==> config.mk <==
export PLATFORM = sky130hd
export DESIGN_NAME = vga_scan_timer
export DESIGN_NICKNAME = d
export VERILOG_FILES = /design/src/rtl/vga_timing_pkg.sv /design/src/rtl/pixel_tick_div.sv /design/src/rtl/vga_scan_timer.sv
export SDC_FILE = /design/constraint.sdc
export NUM_CORES = 1
export LEC_CHECK = 0
export ABC_AREA = 1
export CORE_UTILIZATION = 54
export CTS_CLUSTER_SIZE = 24
export DETAILED_ROUTE_END_ITERATION = 16
export GPL_TIMING_DRIVEN = 0
export PLACE_DENSITY = 0.83
export SYNTH_ARGS = -nofsm -noshare
export SYNTH_HDL_FRONTEND = slang
export SYNTH_SLANG_ARGS = --single-unit
==> constraint.sdc <==
create_clock -name clk -period 2.3 [get_ports clk]
set_input_delay 0.345 -clock clk [delete_from_list [all_inputs] [get_ports clk]]
set_output_delay 0.345 -clock clk [all_outputs]
set_load 0.005 [all_outputs]
==> src/rtl/vga_timing_pkg.sv <==
// Shared VGA 640x480@60 timing constants, position type and the framebuffer
// address helpers used by the scan timer.
package vga_timing_pkg;

    localparam int VGA_CLK_DIV = 2;
    localparam int VGA_H_DISP  = 640;
    localparam int VGA_H_FP    = 16;
    localparam int VGA_H_SYNC  = 96;
    localparam int VGA_H_BP    = 48;
    localparam int VGA_V_DISP  = 480;
    localparam int VGA_V_FP    = 10;
    localparam int VGA_V_SYNC  = 2;
    localparam int VGA_V_BP    = 33;

    localparam int H_TOTAL      = VGA_H_DISP + VGA_H_FP + VGA_H_SYNC + VGA_H_BP;
    localparam int V_TOTAL      = VGA_V_DISP + VGA_V_FP + VGA_V_SYNC + VGA_V_BP;
    localparam int H_SYNC_START = VGA_H_DISP + VGA_H_FP;
    localparam int H_SYNC_END   = H_SYNC_START + VGA_H_SYNC;
    localparam int V_SYNC_START = VGA_V_DISP + VGA_V_FP;
    localparam int V_SYNC_END   = V_SYNC_START + VGA_V_SYNC;

    localparam int FB_W   = 128;
    localparam int FB_H   = 128;
    localparam int CELL_W = 4;
    localparam int CELL_H = 8;

    typedef logic [9:0] coord_t;
    typedef logic [8:0] fb_addr_t;

    typedef struct packed {
        coord_t x;
        coord_t y;
    } pos_t;

    // Raster successor of p; y advances only on the x wrap.
    function automatic pos_t next_pos(input pos_t p, input coord_t h_last, input coord_t v_last);
        pos_t r;
        r = p;
        if (p.x == h_last) begin
            r.x = '0;
            r.y = (p.y == v_last) ? '0 : p.y + 10'd1;
        end else begin
            r.x = p.x + 10'd1;
        end
        return r;
    endfunction

    // 32 cells per row of 4-wide cells, 16 rows of 8-high cells; outside 128x128 it aliases.
    function automatic fb_addr_t fb_word_addr(input pos_t p);
        return {p.y[6:3], p.x[6:2]};
    endfunction

endpackage

==> src/rtl/pixel_tick_div.sv <==
// Divides the system clock down to the pixel rate: a registered one-clk
// strobe in the last clk of every CLK_DIV-clk pixel period.
module pixel_tick_div #(
    parameter int CLK_DIV = 2
) (
    input  logic clk,
    input  logic rst_n,
    output logic pixel_tick
);
    localparam int DW = (CLK_DIV > 2) ? $clog2(CLK_DIV) : 1;
    localparam logic [DW-1:0] LAST = DW'(CLK_DIV - 1);

    logic [DW-1:0] div_q, div_d;
    logic          tick_q;

    always_comb begin
        div_d = (div_q == LAST) ? '0 : div_q + 1'b1;
    end

    always_ff @(posedge clk or negedge rst_n) begin
        if (!rst_n) begin
            div_q  <= '0;
            tick_q <= 1'b0;
        end else begin
            div_q  <= div_d;
            tick_q <= (div_d == LAST);
        end
    end

    assign pixel_tick = tick_q;

endmodule

==> src/rtl/vga_scan_timer.sv <==
// Raster timer: h/v counters advanced on pixel_tick, sync/blank decode of the
// new position, and a one-pixel-lookahead framebuffer word address.
module vga_scan_timer
    import vga_timing_pkg::*;
#(
    parameter int CLK_DIV = VGA_CLK_DIV,
    parameter int H_DISP  = VGA_H_DISP,
    parameter int H_FP    = VGA_H_FP,
    parameter int H_SYNC  = VGA_H_SYNC,
    parameter int H_BP    = VGA_H_BP,
    parameter int V_DISP  = VGA_V_DISP,
    parameter int V_FP    = VGA_V_FP,
    parameter int V_SYNC  = VGA_V_SYNC,
    parameter int V_BP    = VGA_V_BP
) (
    input  logic       clk,
    input  logic       rst_n,
    output logic       hsync,
    output logic       vsync,
    output logic       video_on,
    output logic [9:0] pixel_x,
    output logic [9:0] pixel_y,
    output logic       pixel_tick,
    output logic [8:0] fb_addr,
    output logic       frame_start
);
    localparam coord_t H_LAST   = coord_t'(H_DISP + H_FP + H_SYNC + H_BP - 1);
    localparam coord_t V_LAST   = coord_t'(V_DISP + V_FP + V_SYNC + V_BP - 1);
    localparam coord_t HS_START = coord_t'(H_DISP + H_FP);
    localparam coord_t HS_END   = coord_t'(H_DISP + H_FP + H_SYNC);
    localparam coord_t VS_START = coord_t'(V_DISP + V_FP);
    localparam coord_t VS_END   = coord_t'(V_DISP + V_FP + V_SYNC);
    localparam coord_t HD       = coord_t'(H_DISP);
    localparam coord_t VD       = coord_t'(V_DISP);

    logic     tick;
    pos_t     pos_q, pos_d, look_d;
    logic     hsync_q, vsync_q, video_on_q, frame_start_q;
    fb_addr_t fb_addr_q;

    pixel_tick_div #(
        .CLK_DIV(CLK_DIV)
    ) u_div (
        .clk       (clk),
        .rst_n     (rst_n),
        .pixel_tick(tick)
    );

    // pos_d is what the counters load on the tick; look_d is the pixel after it,
    // giving a 1-cycle sync RAM a full pixel period to present that word.
    always_comb begin
        pos_d  = next_pos(pos_q, H_LAST, V_LAST);
        look_d = next_pos(pos_d, H_LAST, V_LAST);
    end

    always_ff @(posedge clk or negedge rst_n) begin
        if (!rst_n) begin
            pos_q         <= '0;
            hsync_q       <= 1'b1;
            vsync_q       <= 1'b1;
            video_on_q    <= 1'b1;
            fb_addr_q     <= '0;
            frame_start_q <= 1'b0;
        end else if (tick) begin
            pos_q         <= pos_d;
            hsync_q       <= !((pos_d.x >= HS_START) && (pos_d.x < HS_END));
            vsync_q       <= !((pos_d.y >= VS_START) && (pos_d.y < VS_END));
            video_on_q    <= (pos_d.x < HD) && (pos_d.y < VD);
            fb_addr_q     <= fb_word_addr(look_d);
            frame_start_q <= (pos_d.x == '0) && (pos_d.y == '0);
        end else begin
            frame_start_q <= 1'b0;
        end
    end

    assign hsync       = hsync_q;
    assign vsync       = vsync_q;
    assign video_on    = video_on_q;
    assign pixel_x     = pos_q.x;
    assign pixel_y     = pos_q.y;
    assign pixel_tick  = tick;
    assign fb_addr     = fb_addr_q;
    assign frame_start = frame_start_q;

endmodule
### Word-level counts from Yosys, hierarchy flattened

Cells that the tools add are included.

* $add $sub $neg: 5
* magnitude comparators: 6
* equal/unequal tests: 4
* multiplexer cells: 8
* reduce and logical (&&, ||, !) cells: 8

Operators by type and width (number)
* 10-bit == test (second input constant): 4
* 10-bit two-way mux: 3
* 7-bit two-way mux: 3
* 10-bit by 1-bit adder with 10-bit output (second input constant): 2
* 10-bit zero test: 2
* 10-bit < comparator (second input constant): 2
* 10-bit by 9-bit < comparator with 1-bit output (second input constant): 2
* 7-bit by 1-bit adder with 7-bit output (second input constant): 2
* 10-bit greater-or-equal comparator (second input constant): 1
* 10-bit by 9-bit greater-or-equal comparator with 1-bit output (second input constant): 1
* 1-bit logical AND: 4
* 1-bit zero test: 2
* 1-bit two-way mux: 2
* 1-bit adder (second input constant): 1

* bits in registers: 34
* input bits: 2
* output and inout port bits: 34
* logic and storage cells: 39

### Logic depth before layout (Yosys ltp)

Gate-level depths: netlist (run 1).

* word-level depth: 6
* mapped depth: 14
* gate-level depth less buffers: 14

### By module

Synthesis (run 1) repeated with hierarchy kept, for this count alone.

* cell total of the unflattened synthesis: 355
* area, all modules: 2364.8 µm²

Modules (own cells, without submodules)
* vga_scan_timer: times used 1, cells an instance 353, area each 2336.0 µm², sequential area each 829.5 µm²
* pixel_tick_div: times used 1, cells an instance 2, area each 28.8 µm², sequential area each 25.0 µm²

### Worst setup path before layout (run 1)

No wires, ideal clock.

* path kind: flip-flop to flip-flop
* start: register pos_q, in the netlist pixel_x[0]
* end: register fb_addr_q[7] (netlist: fb_addr[7])
* library setup time: 0.117 ns
* arrival time: 1.757 ns
* data required time: 2.183 ns
* setup slack: 0.426 ns
* stages on the path, launching flop included: 14
* buffers on the path: 0
* period minus slack after synthesis: 1.874 ns
* path through: dfrtp_1 -> ha_1 -> nand2_4 -> inv_1 -> nor2_2 -> nand2_1 -> nor2_2 -> nand3_1 -> nor2_1 -> nand2_2 -> inv_2 -> nand3_1 -> nand3_1 -> nand2_1

* cells in the longest elaborated chain, start to end: 5
* elaborated cells on any way between the ends: 9
* those cells by class: 2 x add/sub; 3 x eq/ne; 4 x mux

Ends and longest elaborated chain
* from (decl): line vga_scan_timer.sv:37 `pos_t pos_q, pos_d, look_d;`
* from (signal assigned): line vga_scan_timer.sv:65 `pos_q <= pos_d;`
* 10-bit == test: line vga_timing_pkg.sv:39 `if (p.x == h_last) begin`
* 10-bit two-way mux: line vga_timing_pkg.sv:39
* 7-bit by 1-bit adder with 7-bit output / 10-bit == test (equally long branches): line vga_timing_pkg.sv:41 `r.y = (p.y == v_last) ? '0 : p.y + 10'd1;`
* 7-bit two-way mux: line vga_timing_pkg.sv:41
* 7-bit two-way mux (*): line vga_timing_pkg.sv:39
* to (signal assigned): line vga_scan_timer.sv:69 `fb_addr_q <= fb_word_addr(look_d);`
* to (decl): line vga_scan_timer.sv:39 `fb_addr_t fb_addr_q;`

Every way passes the cells marked *; elsewhere a longest branch is shown, timed or not.
A chain may end at the register's enable or synchronous reset.

### Worst setup path after layout (run 1)

* start: register pos_q, in the netlist pixel_x[0]
* end: register frame_start_q (netlist: frame_start)

* cells in the longest elaborated chain, start to end: 5
* elaborated cells on any way between the ends: 8
* those cells by class: 1 x add/sub; 1 x eq/ne; 3 x mux; 3 x reduce/logical

Ends and longest elaborated chain
* 10-bit by 1-bit adder with 10-bit output / 10-bit == test (equally long branches): line vga_timing_pkg.sv:43, vga_timing_pkg.sv:39
* 10-bit two-way mux: line vga_timing_pkg.sv:39
* 10-bit zero test: line vga_scan_timer.sv:70 `frame_start_q <= (pos_d.x == '0) && (pos_d.y == '0);`
* 1-bit logical AND (*): line vga_scan_timer.sv:70
* 1-bit two-way mux (*): line vga_scan_timer.sv:64 `end else if (tick) begin`
* to (signal assigned): line vga_scan_timer.sv:70
* to (decl): line vga_scan_timer.sv:38 `logic hsync_q, vsync_q, video_on_q, frame_start_q;`

Marked as above.

==> run metrics, run 1 <==
Avg Cell Area, Syn slightly below 7 µm²; gr usage total around 28%; first-pass GRT wire length about 10 mm; Synth Flop Type dfrtp_1; worst reg2reg path depth 11; setup_tns 0 ns; Net Count, Synth ~350; # DRC 0; final hold vios 0; number of global-route vias before repair between 2000 and 2500; I/O Buffers 35; fin nets 394; Clk Latency, worst-skew pair a little under 0.3 ns; CTS H-Tree Depth 2; endpoint class of the critical path register; Critical Path Fanout Max 9; CP Data Required Time around 2.5 ns; critical path cell sequence ha_1 -> nand2_4 -> nor2_8 -> nand2_4 -> nor2_8 -> nand2_1 -> nand2_1 -> nand4_1 -> nor3_1 -> nand3_1 -> nor2_1; sequential area share after synthesis between 30% and 40%; Rows 23; via count roughly 2300; layout cells sized above 1 10.31%; Max Clk Rate 473.6 MHz; Layout Skew around 0.0084 ns; clk slew on worst S/H paths 0.07 ns; Design Area, Final approximately 2900 µm²; top-count cell post-synth nand2_1; arrival time worst endpoint between 2 and 2.5 ns; Post-DRT Antenna Nets 0; Leakage Power between 1 and 1.5 nW; Post-synth EDFFs 0; number of DRC markers in iteration 0 ~300; Final HPWL DP between 4 and 5 mm; routed wire length around 6 mm; sequential standard cell area roughly 860 µm²; Tightest Hold Check Type in2async; Pwr Total 1.043 mW; gpl congestion 0.8965; Root Driver clkbuf_8; flops & latches, synth 34; largest net degree at the start of global routing 35; I/O pin count 36; overflow left after global routing 0; clock sink count 34; placed cell areas 2778 µm²; die width slightly below 70 µm; Die H 68.25 µm; WL/cell 13.64 µm; hold_buf cts 0; post-route minimum period roughly 2.1 ns; worst-margin pin slew between 0.7 and 0.8 ns; CP max stage cell dfrtp_2; ys async rst share 100.0%; Crit path largest cell delay around 0.43 ns; post-synth top area cell dfrtp_1; RSZ-0062 raised after global routing no; starting density of the core a little under three fifths; initial antenna violation count 0; Bufs on Longest Clock Path 2; worst reg2reg setup slack around 0.19 ns; Pre-Repair DR Iteration Count 4; R2R Path End frame_start$_DFF_PN0_; fin crit share 91.81%; Cells after Synth between 300 and 400; final setup vio count 0; worst reg2reg path startpoint pixel_x[0]$_DFFE_PN0P_; total CTS buffers 5; P per Cell Area ~360 nW/µm²; maximum VDD drop 0.3512 mV; area of the multi-input gates between 1000 and 1500 µm²; Commonest cells post-synth nand2_1 (121), inv_1 (40), nor2_1 (32), dfrtp_1 (31), o21ai_0 (27); DR vias/cell roughly 5.4; max-cap viol count 0; Worst slew margin about 49%; DIE AREA roughly 4700 µm²; run status completed; Area contributors post-synth dfrtp_1 (33%), nand2_1 (19%), inv_1 (6.3%), o21ai_0 (5.7%), nor2_1 (5.1%); fillcell total about 360; Synth-to-Final Area Change 21.07%; CTS tree built; max-slew violations 0; Yosys cell types 31; Worst setup SP type register; area share of the largest cell type after synthesis roughly a third; area of the core between 4000 and 5000 µm²; diodes inserted 0; Ys Warns 0; CP Class reg2reg; mapped cell area roughly 2400 µm²
layer usage:
metal	global-route usage, %	up-vias	wire, µm
met5	0	-	0
met4	8.073	0	68
li1	-	1180	-
met1	39.38	1081	2790
met2	44.61	79	2725
met3	5.500	8	390
repair_timing:
| action | 4_1_cts | 5_1_grt |
|---|---|---|
| setup endpoints to repair | 0 | 4 |
| setup buffers | 0 | 0 |
| gates resized for setup | 0 | 3 |
cells by family after synthesis:
family          Yosys count  synth area share [%]
buf+inv                  51                 8.447
compound gates           38                 8.765
simple gates            213                 42.61
flops                    34                 36.06
fa+ha+maj                 5                 2.640
xor+xnor                  4                 1.478
worst max-delay path: cells and delay by family (launching register included):
| kind | cells | cell delay (ns) |
|---|---|---|
| and+or+nand+nor | 10 | 1.33 |
| adders and majority gates | 1 | 0.25 |
| DFF | 1 | 0.43 |
through the flow:
step           utilization, %  instances  setup slack [ns]  hold WS, ns
2_1_floorplan               -        345            0.4259      0.04941
6_report                69.72        438            0.1883       0.1199
3_3_place_gp            67.62        430            0.1179       0.4644
5_1_grt                 69.72        438          0.007564       0.2084
3_5_place_dp            67.50        430            0.1258       0.4642
4_1_cts                 69.44        438            0.1075       0.1609
cells in the final DEF, fill, tap and decap left out, types with 3 or more instances in the layout:
cell type,netlist,layout
nand2_2,6,6
nor2_1,32,32
o21bai_1,4,4
nand4_1,8,8
xor2_1,4,4
dfrtp_1,31,29
ha_1,5,5
nor3_1,3,3
inv_1,40,40
clkbuf_1,4,7
nor2_2,5,5
o21ai_0,27,27
dfstp_2,3,3
clkbuf_8,0,5
nand2_1,121,121
nand3_2,5,5
clkdlybuf4s50_1,0,34
nand2_4,4,4
nand3_1,23,23
cell type report:
type                       instances  area share [%]
timing repair buffer              35           12.04
multi-input combinational        260           46.14
inverter                          44           5.757
buffer                             7           1.221
clock buffer                       8           2.791
sequential                        34           29.87
tap                               50           2.181
worst max-delay path by stage:
| stage | start | endpoint | cells past startpoint |
|---|---|---|---|
| floorplan | pixel_x[0]$_DFFE_PN0P_ | fb_addr[7]$_DFFE_PN0P_ | 13 |
| detailed placement | pixel_x[0]$_DFFE_PN0P_ | fb_addr[5]$_DFFE_PN0P_ | 12 |
| finish | pixel_x[0]$_DFFE_PN0P_ | frame_start$_DFF_PN0_ | 11 |
| global placement | rst_n | pixel_y[7]$_DFFE_PN0P_ | 1 |
| global route | pixel_y[0]$_DFFE_PN0P_ | fb_addr[5]$_DFFE_PN0P_ | 14 |
| CTS | pixel_x[0]$_DFFE_PN0P_ | fb_addr[5]$_DFFE_PN0P_ | 12 |
power breakdown:
group | switching (mW) | internal (mW)
logic | 0.0114 | 0.000612
registers | 0 | 0.598
clock network | 0.218 | 0.215
total | 0.230 | 0.814
sequential cells by signal (all words and copies together) (netlist names):
register	cells
fb_addr	9
frame_start	1
hsync	1
pixel_x	10
pixel_y	10
u_div.div_q	1
video_on	1
vsync	1
Note: power is estimated with default switching activity, not from simulation.
==> run 2: changes to the inputs <==
Settings changed: CORE_UTILIZATION 54 to 49, PLACE_DENSITY 0.83 to 0.79, SETUP_SLACK_MARGIN set to 0.05.
Clock period 2.3 ns to 1.89 ns, I/O delays scaled along.
==> run metrics, run 2 (synthesis results as in run 1) <==
Die H a little over 70 µm; via count around 2500; Worst setup SP type register; most common cell after layout, fill and taps aside nand2_1; starting density of the core approximately 53%; overflow left after global routing 0; setup_tns -0.1510 ns; gr usage total ~28%; R2R Path End fb_addr[6]$_DFFE_PN0P_; Final HPWL DP 4.301 mm; maximum VDD drop roughly 0.43 mV; WL/cell between 10 and 15 µm; worst reg2reg setup slack -0.04 ns; final cell count without fillers around 460; Max Clk Rate 518.5 MHz; P per Cell Area approximately 400 nW/µm²; final hold vios 0; commonest cells after routing, fill and taps aside nand2_1 (108), inv_1 (38), clkdlybuf4s50_1 (34); Design Area, Final ~3200 µm²; fin nets between 400 and 500; Tightest Hold Check Type in2async; worst reg2reg path depth 12; arrival time worst endpoint about 2.1 ns; final setup vio count 5; RSZ-0062 raised after global routing yes; post-layout worst setup margin -0.03863 ns; placed insts about 430; Layout Skew 0.01048 ns; Leakage Power between 1.5 and 2 nW; I/O pin count 36; CP Class reg2reg; max-slew violations 0; post-route minimum period roughly 1.9 ns; Pre-Repair DR Iteration Count 5; gpl congestion 0.8816; routed wire length between 6 and 7 mm; CP Data Required Time between 2 and 2.5 ns; layout cells sized above 1 ~24%; Critical Path Fanout Max 7; I/O Buffers 35; die width about 70 µm; DR vias/cell 5.482; Root Driver clkbuf_8; Rows 24; area of the core between 4000 and 5000 µm²; placed cell areas about 2800 µm²; CTS H-Tree Depth 2; fin crit share 102.0%; first-pass GRT wire length 11.16 mm; violated checks negative setup slack; Post-DRT Antenna Nets 0; number of DRC markers in iteration 0 about 240; largest net degree at the start of global routing 35; worst-margin pin slew 0.8054 ns; max-cap viol count 0; clock sink count 34; # DRC 0; diodes inserted 0; worst reg2reg path startpoint pixel_x[0]$_DFFE_PN0P_; initial antenna violation count 0; Worst slew margin 46.31%; DIE AREA 5119 µm²; run status finished, violations left; endpoint class of the critical path register; CTS tree built; number of global-route vias before repair 2328; Clk Latency, worst-skew pair roughly 0.29 ns; Bufs on Longest Clock Path 2; clk slew on worst S/H paths 0.07 ns; DP Worst Slack -0.2285 ns; Synth-to-Final Area Change 36.17%; hold_buf cts 0; Pwr Total 1.317 mW; total CTS buffers 5
-- run 2: area by class of cell --
type	count	area, µm²
Fill cell	353	1277
Sequential cell	34	862.1
Clock buffer	7	86.33
Multi-Input combinational cell	261	1486
Inverter	44	165.2
Timing Repair Buffer	57	518.0
Buffer	7	38.79
Tap cell	52	65.06
Clock inverter	1	5.005
-- run 2: how the worst max path moves through the flow --
stage / from / to / slack, ns / depth (start not counted)
finish: pixel_x[0]$_DFFE_PN0P_ / fb_addr[6]$_DFFE_PN0P_ / -0.04 / 12
global route: pixel_x[0]$_DFFE_PN0P_ / fb_addr[7]$_DFFE_PN0P_ / -0.16 / 13
CTS: pixel_x[0]$_DFFE_PN0P_ / fb_addr[6]$_DFFE_PN0P_ / 0.03 / 12
detailed placement: pixel_x[1]$_DFFE_PN0P_ / fb_addr[5]$_DFFE_PN0P_ / -0.23 / 12
global placement: pixel_x[1]$_DFFE_PN0P_ / fb_addr[5]$_DFFE_PN0P_ / -0.21 / 12
floorplan: pixel_x[0]$_DFFE_PN0P_ / fb_addr[7]$_DFFE_PN0P_ / 0.06 / 13
-- run 2: timing repair --
| item | in CTS | in global routing |
|---|---|---|
| cloned | 1 | 0 |
| gates resized for setup | 27 | 28 |
| setup buffers | 17 | 5 |
| endpoints found under the setup margin | 11 | 23 |
| pin swaps | 15 | 10 |
-- run 2: worst max-delay path, cell delays in order, from the launching register on --
cell and delay (ns):
dfrtp_2 0.39, ha_4 0.15, nand2_4 0.08, nor2_8 0.23, nand2_4 0.12, nor2_8 0.15, nand3_2 0.08, nand2_2 0.12
nand2_2 0.09, nor2_4 0.14, nand3_2 0.11, nand3_1 0.10, nand2_1 0.05
-- run 2: through the flow --
stage / util [%] / hold slack [ns]
floorplan: - / -0.01209
global placement: 61.89 / 0.4666
detailed placement: 61.78 / 0.4121
CTS: 68.86 / 0.09378
global route: 71.64 / 0.1289
finish: 71.64 / 0.06912
-- run 2: routing by layer --
metal	global-route usage, %	share of wire, %	up-vias
li1	-	-	1223
met2	44.97	47	111
met4	9.804	1.7	0
met5	0	0	-
met3	5.626	7.5	13
met1	38.78	44	1191
-- run 2: where the power goes --
group          switching (mW)  total (mW)  internal [mW]
combinational          0.0144      0.0152       0.000745
sequential                  0       0.727          0.727
clock                   0.281       0.575          0.294
total                   0.295        1.32           1.02
==> run 3: changes to the inputs <==
Settings changed: ABC_CLOCK_PERIOD_IN_PS set to 1890.
==> results of run 3 <==
No change in the layout: final DEF, timing and power equal those of run 2.
